`config.mk`:
```
export PLATFORM = sky130hd
export DESIGN_NAME = posit8_to_fixed_stream
export DESIGN_NICKNAME = d
export VERILOG_FILES = /design/src/rtl/posit8_pkg.sv /design/src/rtl/posit8_to_fixed_stream_posit_fx_shifter.sv /design/src/rtl/posit_decoder_8bit.sv /design/src/rtl/posit8_to_fixed_stream.sv
export SDC_FILE = /design/constraint.sdc
export NUM_CORES = 1
export LEC_CHECK = 0
export CAP_MARGIN = 15
export CORE_ASPECT_RATIO = 2
export CORE_UTILIZATION = 55
export CTS_CLUSTER_SIZE = 12
export DETAILED_ROUTE_END_ITERATION = 6
export PLACE_DENSITY = 0.78
export REMOVE_ABC_BUFFERS = 1
export SLEW_MARGIN = 20
export SYNTH_ARGS = -nofsm -noshare
export SYNTH_HDL_FRONTEND = slang
export SYNTH_HIERARCHICAL = 1
export SYNTH_SLANG_ARGS = --single-unit
```
`constraint.sdc`:
```
create_clock -name clk -period 5.35 [get_ports clk]
set_input_delay 0.535 -clock clk [delete_from_list [all_inputs] [get_ports clk]]
set_output_delay 0.535 -clock clk [all_outputs]
set_load 0.05 [all_outputs]
```
`src/rtl/posit8_pkg.sv`:
```
// posit8_pkg: shared types and constants for the posit<8,0> (es=0) datapath.
//   POSIT_W, MAX_K, SIG_W, NAR : format constants
//   posit8_dec_t               : decoded operand {sign, k, sig (1.ffffff), zero, nar}
//   regime_run()               : length of the leading run of identical bits
package posit8_pkg;

   localparam int         POSIT_W = 8;
   localparam int         MAX_K   = 6;
   localparam int         SIG_W   = 7;
   localparam logic [7:0] NAR     = 8'h80;

   // k is a two's-complement value in -MAX_K..MAX_K
   typedef struct packed {
      logic       sign;
      logic [5:0] k;
      logic [6:0] sig;
      logic       zero;
      logic       nar;
   } posit8_dec_t;

   // Counts how many bits, starting at bits[6], equal bits[6] (1..7).
   function automatic logic [3:0] regime_run(input logic [6:0] bits);
      logic [3:0] n;
      logic       done;
      n    = 4'd0;
      done = 1'b0;
      for (int i = 6; i >= 0; i--) begin
         if (!done && (bits[i] == bits[6])) begin
            n = n + 4'd1;
         end else begin
            done = 1'b1;
         end
      end
      return n;
   endfunction

endpackage

```
`src/rtl/posit8_to_fixed_stream_posit_fx_shifter.sv`:
```
// posit_fx_shifter: combinational shift / round / saturate / negate of a decoded posit.
//   dec     : in       decoded posit
//   fx      : out FX_W signed fixed-point result, LSB weight 2^-FX_FRAC
//   nar     : out 1    operand was NaR
//   sat     : out 1    magnitude clipped to the output range
//   inexact : out 1    nonzero bits were discarded (or value clipped)
// Build option: POSIT_FX_ROUND_EN selects round-to-nearest-even on right shifts;
// otherwise right shifts truncate the magnitude.
module posit_fx_shifter
   import posit8_pkg::*;
#(
   parameter int FX_W    = 16,
   parameter int FX_FRAC = 8
) (
   input  posit8_dec_t     dec,
   output logic [FX_W-1:0] fx,
   output logic            nar,
   output logic            sat,
   output logic            inexact
);

   // Deepest right shift is k=-6 with FX_FRAC=0: 12 bits fall below the LSB.
   localparam int GUARD_W = 2 * MAX_K;
   localparam int EXT_W   = 64;

   logic [EXT_W-1:0] ext_s;
   logic [EXT_W-1:0] mag_s;
   logic [EXT_W-1:0] lim_s;
   logic             sticky_s;
   logic             round_up_s;
   int               sh_s;

   // Place sig with GUARD_W fraction bits so every shift becomes a left shift
   always_comb begin
      sh_s     = int'($signed(dec.k)) + FX_FRAC + GUARD_W - (SIG_W - 1);
      ext_s    = {{(EXT_W-SIG_W){1'b0}}, dec.sig} << sh_s;
      sticky_s = |ext_s[GUARD_W-1:0];
`ifdef POSIT_FX_ROUND_EN
      // guard & (rest | lsb): round to nearest, ties to even
      round_up_s = ext_s[GUARD_W-1] & ((|ext_s[GUARD_W-2:0]) | ext_s[GUARD_W]);
`else
      round_up_s = 1'b0;
`endif
      mag_s = (ext_s >> GUARD_W) + {{(EXT_W-1){1'b0}}, round_up_s};
      lim_s = {{(EXT_W-1){1'b0}}, 1'b1} << (FX_W - 1);
   end

   // Special values, saturation, then sign applied to the rounded magnitude
   always_comb begin
      fx      = '0;
      nar     = 1'b0;
      sat     = 1'b0;
      inexact = 1'b0;
      if (dec.nar) begin
         fx  = lim_s[FX_W-1:0];
         nar = 1'b1;
      end else if (dec.zero) begin
         fx = '0;
      end else if (!dec.sign && (mag_s >= lim_s)) begin
         fx      = lim_s[FX_W-1:0] - {{(FX_W-1){1'b0}}, 1'b1};
         sat     = 1'b1;
         inexact = 1'b1;
      end else if (dec.sign && (mag_s > lim_s)) begin
         fx      = lim_s[FX_W-1:0];
         sat     = 1'b1;
         inexact = 1'b1;
      end else begin
         // -2^(FX_W-1) wraps to itself, which is the correct encoding
         fx      = dec.sign ? ({FX_W{1'b0}} - mag_s[FX_W-1:0]) : mag_s[FX_W-1:0];
         inexact = sticky_s;
      end
   end

endmodule

```
`src/rtl/posit_decoder_8bit.sv`:
```
// posit_decoder_8bit: combinational posit<8,0> field decoder.
//   posit : in  8  raw posit operand
//   dec   : out    decoded fields (sign, k, significand 1.ffffff, zero, nar)
// Negative operands are decoded from their two's-complement magnitude.
module posit_decoder_8bit
   import posit8_pkg::*;
(
   input  logic [POSIT_W-1:0] posit,
   output posit8_dec_t        dec
);

   logic [6:0] mag_s;
   logic [3:0] run_s;
   logic [5:0] frac_s;
   logic       zero_s;
   logic       nar_s;

   // Regime run length, then the fraction bits left after regime and terminator
   always_comb begin
      mag_s  = posit[7] ? (7'd0 - posit[6:0]) : posit[6:0];
      run_s  = regime_run(mag_s);
      // bits below the terminator, left-aligned (equivalent to mag << (run+1), top 6 bits)
      frac_s = 6'(mag_s[5:0] << run_s);
      zero_s = (posit == 8'h00);
      nar_s  = (posit == NAR);
   end

   // Assemble the decoded struct; special values carry neutral fields
   always_comb begin
      dec      = '0;
      dec.zero = zero_s;
      dec.nar  = nar_s;
      if (!zero_s && !nar_s) begin
         dec.sign = posit[7];
         dec.k    = mag_s[6] ? ({2'b00, run_s} - 6'd1) : (6'd0 - {2'b00, run_s});
         dec.sig  = {1'b1, frac_s};
      end else begin
         dec.sign = 1'b0;
         dec.k    = 6'd0;
         dec.sig  = 7'd0;
      end
   end

endmodule

```
`src/rtl/posit8_to_fixed_stream.sv`:
```
// posit8_to_fixed_stream: streaming posit<8,0> -> signed fixed-point converter.
//   clk, rst_n             : clock, asynchronous active-low reset
//   in_valid/in_ready      : input handshake, in_posit is the operand
//   out_valid/out_ready    : output handshake
//   out_fx                 : FX_W-bit result, LSB weight 2^-FX_FRAC
//   out_nar/out_sat/out_inexact : NaR input, clipped, discarded nonzero bits
// Two stages: S1 holds the decoded operand, S2 holds the outputs.
// Build option: POSIT_FX_ROUND_EN (round to nearest even instead of truncation).
module posit8_to_fixed_stream
   import posit8_pkg::*;
#(
   parameter int FX_W    = 16,
   parameter int FX_FRAC = 8
) (
   input  logic               clk,
   input  logic               rst_n,
   input  logic               in_valid,
   output logic               in_ready,
   input  logic [POSIT_W-1:0] in_posit,
   output logic               out_valid,
   input  logic               out_ready,
   output logic [FX_W-1:0]    out_fx,
   output logic               out_nar,
   output logic               out_sat,
   output logic               out_inexact
);

   posit8_dec_t     dec_s;
   posit8_dec_t     s1_dec_r;
   logic            s1_valid_r;
   logic            s1_adv_s;
   logic            s2_adv_s;
   logic [FX_W-1:0] fx_s;
   logic            nar_s;
   logic            sat_s;
   logic            inexact_s;

   posit_decoder_8bit u_dec (
      .posit (in_posit),
      .dec   (dec_s)
   );

   posit_fx_shifter #(
      .FX_W    (FX_W),
      .FX_FRAC (FX_FRAC)
   ) u_shift (
      .dec     (s1_dec_r),
      .fx      (fx_s),
      .nar     (nar_s),
      .sat     (sat_s),
      .inexact (inexact_s)
   );

   // A stage may load when empty or when the stage after it is draining
   always_comb begin
      s2_adv_s = ~out_valid | out_ready;
      s1_adv_s = ~s1_valid_r | s2_adv_s;
      in_ready = s1_adv_s;
   end

   // S1: decoded operand register
   always_ff @(posedge clk or negedge rst_n) begin
      if (!rst_n) begin
         s1_valid_r <= 1'b0;
         s1_dec_r   <= '0;
      end else if (s1_adv_s) begin
         s1_valid_r <= in_valid;
         if (in_valid) begin
            s1_dec_r <= dec_s;
         end
      end
   end

   // S2: output register, held while out_valid & ~out_ready
   always_ff @(posedge clk or negedge rst_n) begin
      if (!rst_n) begin
         out_valid   <= 1'b0;
         out_fx      <= '0;
         out_nar     <= 1'b0;
         out_sat     <= 1'b0;
         out_inexact <= 1'b0;
      end else if (s2_adv_s) begin
         out_valid <= s1_valid_r;
         if (s1_valid_r) begin
            out_fx      <= fx_s;
            out_nar     <= nar_s;
            out_sat     <= sat_s;
            out_inexact <= inexact_s;
         end
      end
   end

endmodule

```
==> results of run 1 <==
==> power by group through the flow <==
stage                     Clock [µW]  Sequential (µW)  Combinational (µW)
after floorplan                    0              728                1640
after global placement             0              502                2580
after detailed placement           0              508                2600
after CTS                        355              502                2610
after global routing             363              521                2840
final                            351              505                2680
==> layout by cell type (no fill, tap or decap), types with 4 or more instances in the layout <==
master,n
a2111oi_2,4
a211oi_1,9
a21boi_0,5
a21o_1,4
a21oi_1,29
a22oi_1,5
and2_1,6
buf_4,7
clkbuf_16,5
clkdlybuf4s50_1,31
dfrtp_1,37
ha_1,5
inv_1,14
mux2_2,18
mux2_4,23
mux2i_1,12
nand2_1,32
nand2b_1,11
nand3_1,15
nor2_1,44
nor2b_1,10
nor3_1,10
nor4_1,8
o211ai_1,9
o21a_1,5
o21ai_0,19
o21ai_1,4
o21bai_1,4
o22ai_1,8
o31a_1,4
o31ai_1,4
o32ai_1,5
or2_2,10
or3_1,6
xnor2_1,9
xor2_1,7
==> registers in the layout (all words and copies together) (netlist names) <==
register and cells:
out_fx 16, s1_dec_r 16, out_inexact 1, out_nar 1
out_sat 1, out_valid 1, s1_valid_r 1
==> layer usage <==
| layer | routed length, µm | share of wire, % | vias up | global-route usage, % |
|---|---|---|---|---|
| li1 | - | - | 1897 | - |
| met3 | 778 | 5.4 | 90 | 9.80 |
| met5 | 0 | 0 | - | 0 |
| met1 | 4420 | 31 | 2005 | 30.8 |
| met2 | 7790 | 54 | 204 | 67.2 |
| met4 | 1330 | 9.3 | 0 | 31.4 |
==> kinds of logic (layout without fill, tap and decap cells) <==
family | count (synthesis) | after routing | share of synthesized area (%)
AOI/OAI and AO/OA | 158 | 158 | 28.0
DFF | 37 | 37 | 21.6
muxes | 56 | 56 | 16.9
and+or+nand+nor | 175 | 175 | 22.1
adders and majority gates | 5 | 5 | 1.46
buffers and inverters | 47 | 63 | 5.86
xor gates and xnor gates | 18 | 18 | 4.02
other | 1 | 1 | 0.0873
==> final cells by class <==
| cell class | count | share of cell area [%] |
|---|---|---|
| multi-input cells | 413 | 65.5 |
| flip-flops and latches | 37 | 19.4 |
| repair buffers | 39 | 7.73 |
| clock buffers | 7 | 3.00 |
| well taps | 94 | 2.47 |
| inverters | 16 | 1.26 |
| clock inverters | 1 | 0.631 |
==> stage by stage <==
step / utilization (%) / area (µm²) / instances / worst slack [ns] / hold slack, ns
global placement: 60.4 / 4590 / 599 / 1.21 / 0.487
finish: 62.6 / 4760 / 607 / 0.776 / 0.364
floorplan: - / 4100 / 466 / 1.19 / 0.239
CTS: 62.6 / 4760 / 607 / 1.13 / 0.403
detailed placement: 60.4 / 4590 / 599 / 1.14 / 0.492
global route: 62.6 / 4760 / 607 / 0.498 / 0.432
==> Yosys cell counts, types with 9 or more instances <==
cell / number
nor2_1: 44
dfrtp_1: 37
nand2_1: 32
a21oi_1: 29
mux2_4: 23
o21ai_0: 19
mux2_2: 18
nand3_1: 15
inv_1: 14
mux2i_1: 12
clkbuf_1: 11
nand2b_1: 11
nor2b_1: 10
nor3_1: 10
or2_2: 10
a211oi_1: 9
o211ai_1: 9
xnor2_1: 9
==> worst max path at each step <==
stage	to	slack (ns)
2_1_floorplan	out_fx[14]$_DFFE_PN0P_	1.19
3_3_place_gp	out_fx[14]$_DFFE_PN0P_	1.21
3_5_place_dp	out_fx[11]$_DFFE_PN0P_	1.14
4_1_cts	out_fx[11]$_DFFE_PN0P_	1.13
5_1_grt	out_fx[11]$_DFFE_PN0P_	0.50
6_report	out_fx[11]$_DFFE_PN0P_	0.78
==> worst reg2reg max path, delay by kind of cell, from the launching register on <==
kind / cells / cell delay, ns
buf+inv: 2 / 0.45
mux: 1 / 0.29
simple gates: 2 / 0.89
fa+ha+maj: 1 / 0.43
compound gates: 6 / 2.00
flops: 1 / 0.39
==> results by group, run 1 <==
Outcome
  • Status: finished clean

Setup path
  • CP startpoint: s1_dec_r[10]$_DFFE_PN0P_
  • CP Data Required Time: 5.52 ns
  • Buf+Inv Stages, Crit Path: 2
  • Worst setup EP type: register
  • Crit-path max FO: 15
  • Crit Path Category: register to register
  • RR Endpoint: out_fx[11]$_DFFE_PN0P_
  • R2r setup slk: 0.78 ns
  • Crit path DAT: 4.74 ns
  • Max incr delay on CP: 0.61 ns
  • Startpoint Class: register
  • Slowest cell on crit path: a21oi_1
  • Worst r2r src: s1_dec_r[10]$_DFFE_PN0P_
  • Worst path depth: 12
  • Worst path cell trace: inv_1 > ha_1 > or3b_2 > a21oi_1 > nor2_1 > o22ai_1 > o211ai_1 > o2111ai_1 > buf_4 > a21o_1 > o32ai_1 > mux2_4
  • Register-to-Register Path Depth: 12
  • Largest delay contributor family on the critical path: compound AO/OA/AOI/OAI gates

STA
  • Fmax: 219 MHz
  • Period utilization: 85.5%
  • Final Skew: 0.00604 ns
  • Max-slew violations: 0
  • Setup tns final: 0 ns
  • RSZ-0062 raised after global routing: no
  • Rel. slew slack: 42.0%
  • Hold Vio Cnt, Final: 0
  • Worst Tran Pin Value: 0.870 ns
  • Final Critical Period: 4.57 ns
  • Setup Viol. Count Final: 0

Floorplanning
  • Full die area: 8190 µm²
  • Site row count: 45
  • Die Wd: 64.5 µm
  • I/O pins: 33
  • Die Ht: 127 µm
  • Core Box Area: 7600 µm²
  • Initial core utilization: 56.5%

Route
  • Antenna viol nets, final: 0
  • DRT Wirelength: 14.3 mm
  • Via density: 6.91
  • First-pass iteration count of the detailed router: 5
  • DRT iter0 DRCs: 275
  • Detailed-route DRC error count: 0
  • Routed via count: 4196
  • Routed WL per cell: 23.6 µm

Logic synthesis
  • Syn_area_per_cell: 8.64 µm²
  • Synth top area cells: dfrtp_1, mux2_4, mux2_2, nor2_1, a21oi_1
  • Warnings from Yosys: 6
  • Distinct cells, synth: 89
  • Fraction of registers with async set/reset: 100%
  • EDFF count, synth: 0
  • Post-synth top area cell: dfrtp_1
  • Synth top area share: 21.6%
  • Seq/Total Area, Yosys: 21.6%
  • Mapped Cells: 497
  • Synthesized area: 4290 µm²
  • Ys flop type: dfrtp_1
  • Flops & latches, synth: 37

Layout
  • # diodes: 0
  • Layout cells sized above 1: 19.3%
  • Fill cells: 696
  • Multi-input gate area: 3120 µm²
  • Register area: 926 µm²
  • Final #Nets: 529
  • Area Overhead vs Synth: 10.9%

Clocking
  • Number of setup buffers added after CTS: 0
  • Worst-skew pair later-pin latency: 0.29 ns
  • Max H-tree Level: 2
  • Post-CTS sizing: 0
  • CTS tree: done
  • Inserted Clock Buffers: 5
  • CTS root buffer: clkbuf_16
  • Deepest clock path buffer count: 2
  • Clock slew at reported path FFs: 0.06 ns
  • Hold buffers post-CTS: 0
  • CTS sink cnt: 37

Power and ir drop
  • Max VDD drop: 268 µV
  • Tot Pwr: 3540 µW
  • Lkg Pwr: 0.00193 µW
  • Power density over the cells: 743 nW/µm²
  • Comb pwr share: 75.8%
  • Switch Pwr: 1860 µW
  • Internal: 1680 µW
  • Sequential fraction of design power: 14.3%
  • Sw frac: 52.6%
  • Clk network pwr share: 9.9%

Placed design
  • Global placement routability congestion: 1.07
  • Port Buffers: 32
  • Hpwl dp: 11.2 mm

Global routing
  • Grt total ovfl: 0
  • Largest net degree at the start of global routing: 38
  • GRT Total Usage: 36.5%
  • First-pass GRT wire length: 22.1 mm
  • Vias in the first global route: 4157
  • Antenna violations before repair: 0

Flow run
  • Max capacitance violation total: 0

Hold path
  • Hold Crit Class: input port to asynchronous set/reset pin
No activity file was read; power rests on OpenSTA's default activity.
==> run 2, diff against run 1 <==
--- a/config.mk
+++ b/config.mk
@@ -17,3 +17,4 @@
 export SYNTH_HDL_FRONTEND = slang
 export SYNTH_HIERARCHICAL = 1
 export SYNTH_SLANG_ARGS = --single-unit
+export TNS_END_PERCENT = 30
==> results of run 2 <==
No change in the layout: final DEF, timing and power equal those of run 1.
==> run 3, diff against run 2 <==
==> constraint.sdc (replaced) <==
create_clock -name clk -period 5.35 [get_ports clk]
set_input_delay 1.3375 -clock clk [delete_from_list [all_inputs] [get_ports clk]]
set_output_delay 1.3375 -clock clk [all_outputs]
set_load 0.05 [all_outputs]
==> run 3 against run 2 <==
Against the previous run: clock power about the same; maximum frequency about the same; routed wire length down 4.7%; total power about the same; largest cell class unchanged.
==> results by group, run 3 (synthesized netlist as in run 1, its figures left out) <==
STA
  • RSZ-0062 raised after global routing: no
  • Max-slew violations: 0
  • Worst setup margin: 0.780 ns
  • Final Skew: 0.00433 ns
  • Fmax: 219 MHz
  • Worst Tran Pin Value: 1.16 ns
  • Setup tns final: 0 ns
  • Final Critical Period: 4.57 ns
  • Rel. slew slack: 22.2%
  • Setup Viol. Count Final: 0
  • Hold Vio Cnt, Final: 0
  • Period utilization: 85.4%

Clocking
  • CTS sink cnt: 37
  • Hold buffers post-CTS: 0
  • Worst-skew pair later-pin latency: 0.28 ns
  • CTS tree: done
  • Clock slew at reported path FFs: 0.06 ns
  • Post-CTS sizing: 0
  • Deepest clock path buffer count: 2
  • Number of setup buffers added after CTS: 0
  • CTS root buffer: clkbuf_16
  • Inserted Clock Buffers: 5
  • Max H-tree Level: 2

Setup path
  • Register-to-Register Path Depth: 12
  • Buf+Inv Stages, Crit Path: 3
  • RR Endpoint: out_fx[9]$_DFFE_PN0P_
  • Worst r2r src: s1_dec_r[10]$_DFFE_PN0P_
  • Worst setup EP type: register
  • Worst path cell trace: clkdlybuf4s50_1 > inv_1 > ha_1 > or3b_4 > o31ai_4 > xnor2_1 > o211ai_1 > nand2_1 > inv_2 > ha_1 > xor2_1 > mux2_1 > mux2_4
  • Crit path DAT: 4.74 ns
  • Critical path's most frequent cell: ha_1
  • Startpoint Class: input port
  • Crit Path Category: input port to register
  • Largest delay contributor family on the critical path: buffers and inverters
  • Crit-path max FO: 8
  • R2r setup slk: 1.02 ns
  • CP Data Required Time: 5.52 ns
  • Max incr delay on CP: 0.51 ns
  • Slowest cell on crit path: clkdlybuf4s50_1

Route
  • Routed WL per cell: 22.5 µm
  • Routed via count: 4183
  • Via density: 6.89
  • Antenna viol nets, final: 0
  • First-pass iteration count of the detailed router: 7
  • DRT Wirelength: 13.6 mm
  • Detailed-route DRC error count: 0
  • DRT iter0 DRCs: 343

Power and ir drop
  • Power density over the cells: 743 nW/µm²
  • Max VDD drop: 264 µV
  • Lkg Pwr: 0.00193 µW
  • Tot Pwr: 3540 µW

Outcome
  • Status: finished clean

Global routing
  • GRT Total Usage: 35.0%
  • First-pass GRT wire length: 21.6 mm
  • Antenna violations before repair: 0
  • Vias in the first global route: 4253
  • Largest net degree at the start of global routing: 38
  • Grt total ovfl: 0

Layout
  • Top Registers: out_fx x16, s1_dec_r x16
  • Commonest non-fill, non-tap cell in the layout: nor2_1
  • Area Overhead vs Synth: 11.0%
  • Post-route insts no fill: 607
  • # diodes: 0
  • Final core utilization: 62.7%
  • Layout cells sized above 1: 19.5%
  • Final #Nets: 529
  • Commonest non-fill, non-tap cells in the layout: nor2_1, dfrtp_1, nand2_1

Flow run
  • Max capacitance violation total: 0

Hold path
  • Min-delay src: out_fx[3]$_DFFE_PN0P_
  • Hold Path End: out_fx[3]$_DFFE_PN0P_
  • Hold Crit Class: register to register
  • Worst Hold Depth: 1

Floorplanning
  • Die Wd: 64.5 µm
  • Initial core utilization: 56.5%
  • I/O pins: 33
  • Die Ht: 127 µm
  • Core Box Area: 7600 µm²
  • Full die area: 8190 µm²
  • Site row count: 45

Placed design
  • Port Buffers: 32
  • Hpwl dp: 10.3 mm
  • Global placement routability congestion: 1.06
  • Placed cell count: 599
  • Place WS: 0.494 ns
run 3: report_power, final:
| part | switching, µW | internal (µW) | total [µW] |
|---|---|---|---|
| Sequential | 142 | 380 | 522 |
| Clock | 117 | 233 | 350 |
| Combinational | 1600 | 1070 | 2670 |
| Total | 1860 | 1690 | 3540 |
run 3: metrics by stage:
step	hold WS (ns)	instance area [µm²]
floorplan	0.517	4100
global placement	0.489	4590
detailed placement	0.495	4590
CTS	0.513	4760
global route	0.520	4760
finish	0.512	4760
run 3: metal layers:
metal  vias to the layer above  wire (µm)  GRT usage [%]
li1                       1892          -              -
met1                      1983       4400           32.4
met2                       214       7350           64.2
met3                        94        748           6.12
met4                         0       1150           28.4
met5                         -          0              0
run 3: area by class of cell:
type                    count  area, µm²
well taps                  94        118
repair buffers             39        368
fillers                   674       2840
clock buffers               6        139
clock inverters             2       37.5
flip-flops and latches     37        926
inverters                  16       60.1
multi-input cells         413       3120
run 3: worst max path at each step:
stage,start,end,slack [ns],cells past startpoint
6_report,in_posit[0],s1_dec_r[11]$_DFFE_PN0P_,0.78,13
3_3_place_gp,in_posit[0],s1_dec_r[11]$_DFFE_PN0P_,0.56,13
5_1_grt,in_posit[0],s1_dec_r[11]$_DFFE_PN0P_,0.52,13
3_5_place_dp,in_posit[0],s1_dec_r[11]$_DFFE_PN0P_,0.49,13
2_1_floorplan,s1_dec_r[10]$_DFFE_PN0P_,out_fx[14]$_DFFE_PN0P_,1.19,13
4_1_cts,in_posit[0],s1_dec_r[11]$_DFFE_PN0P_,0.79,13
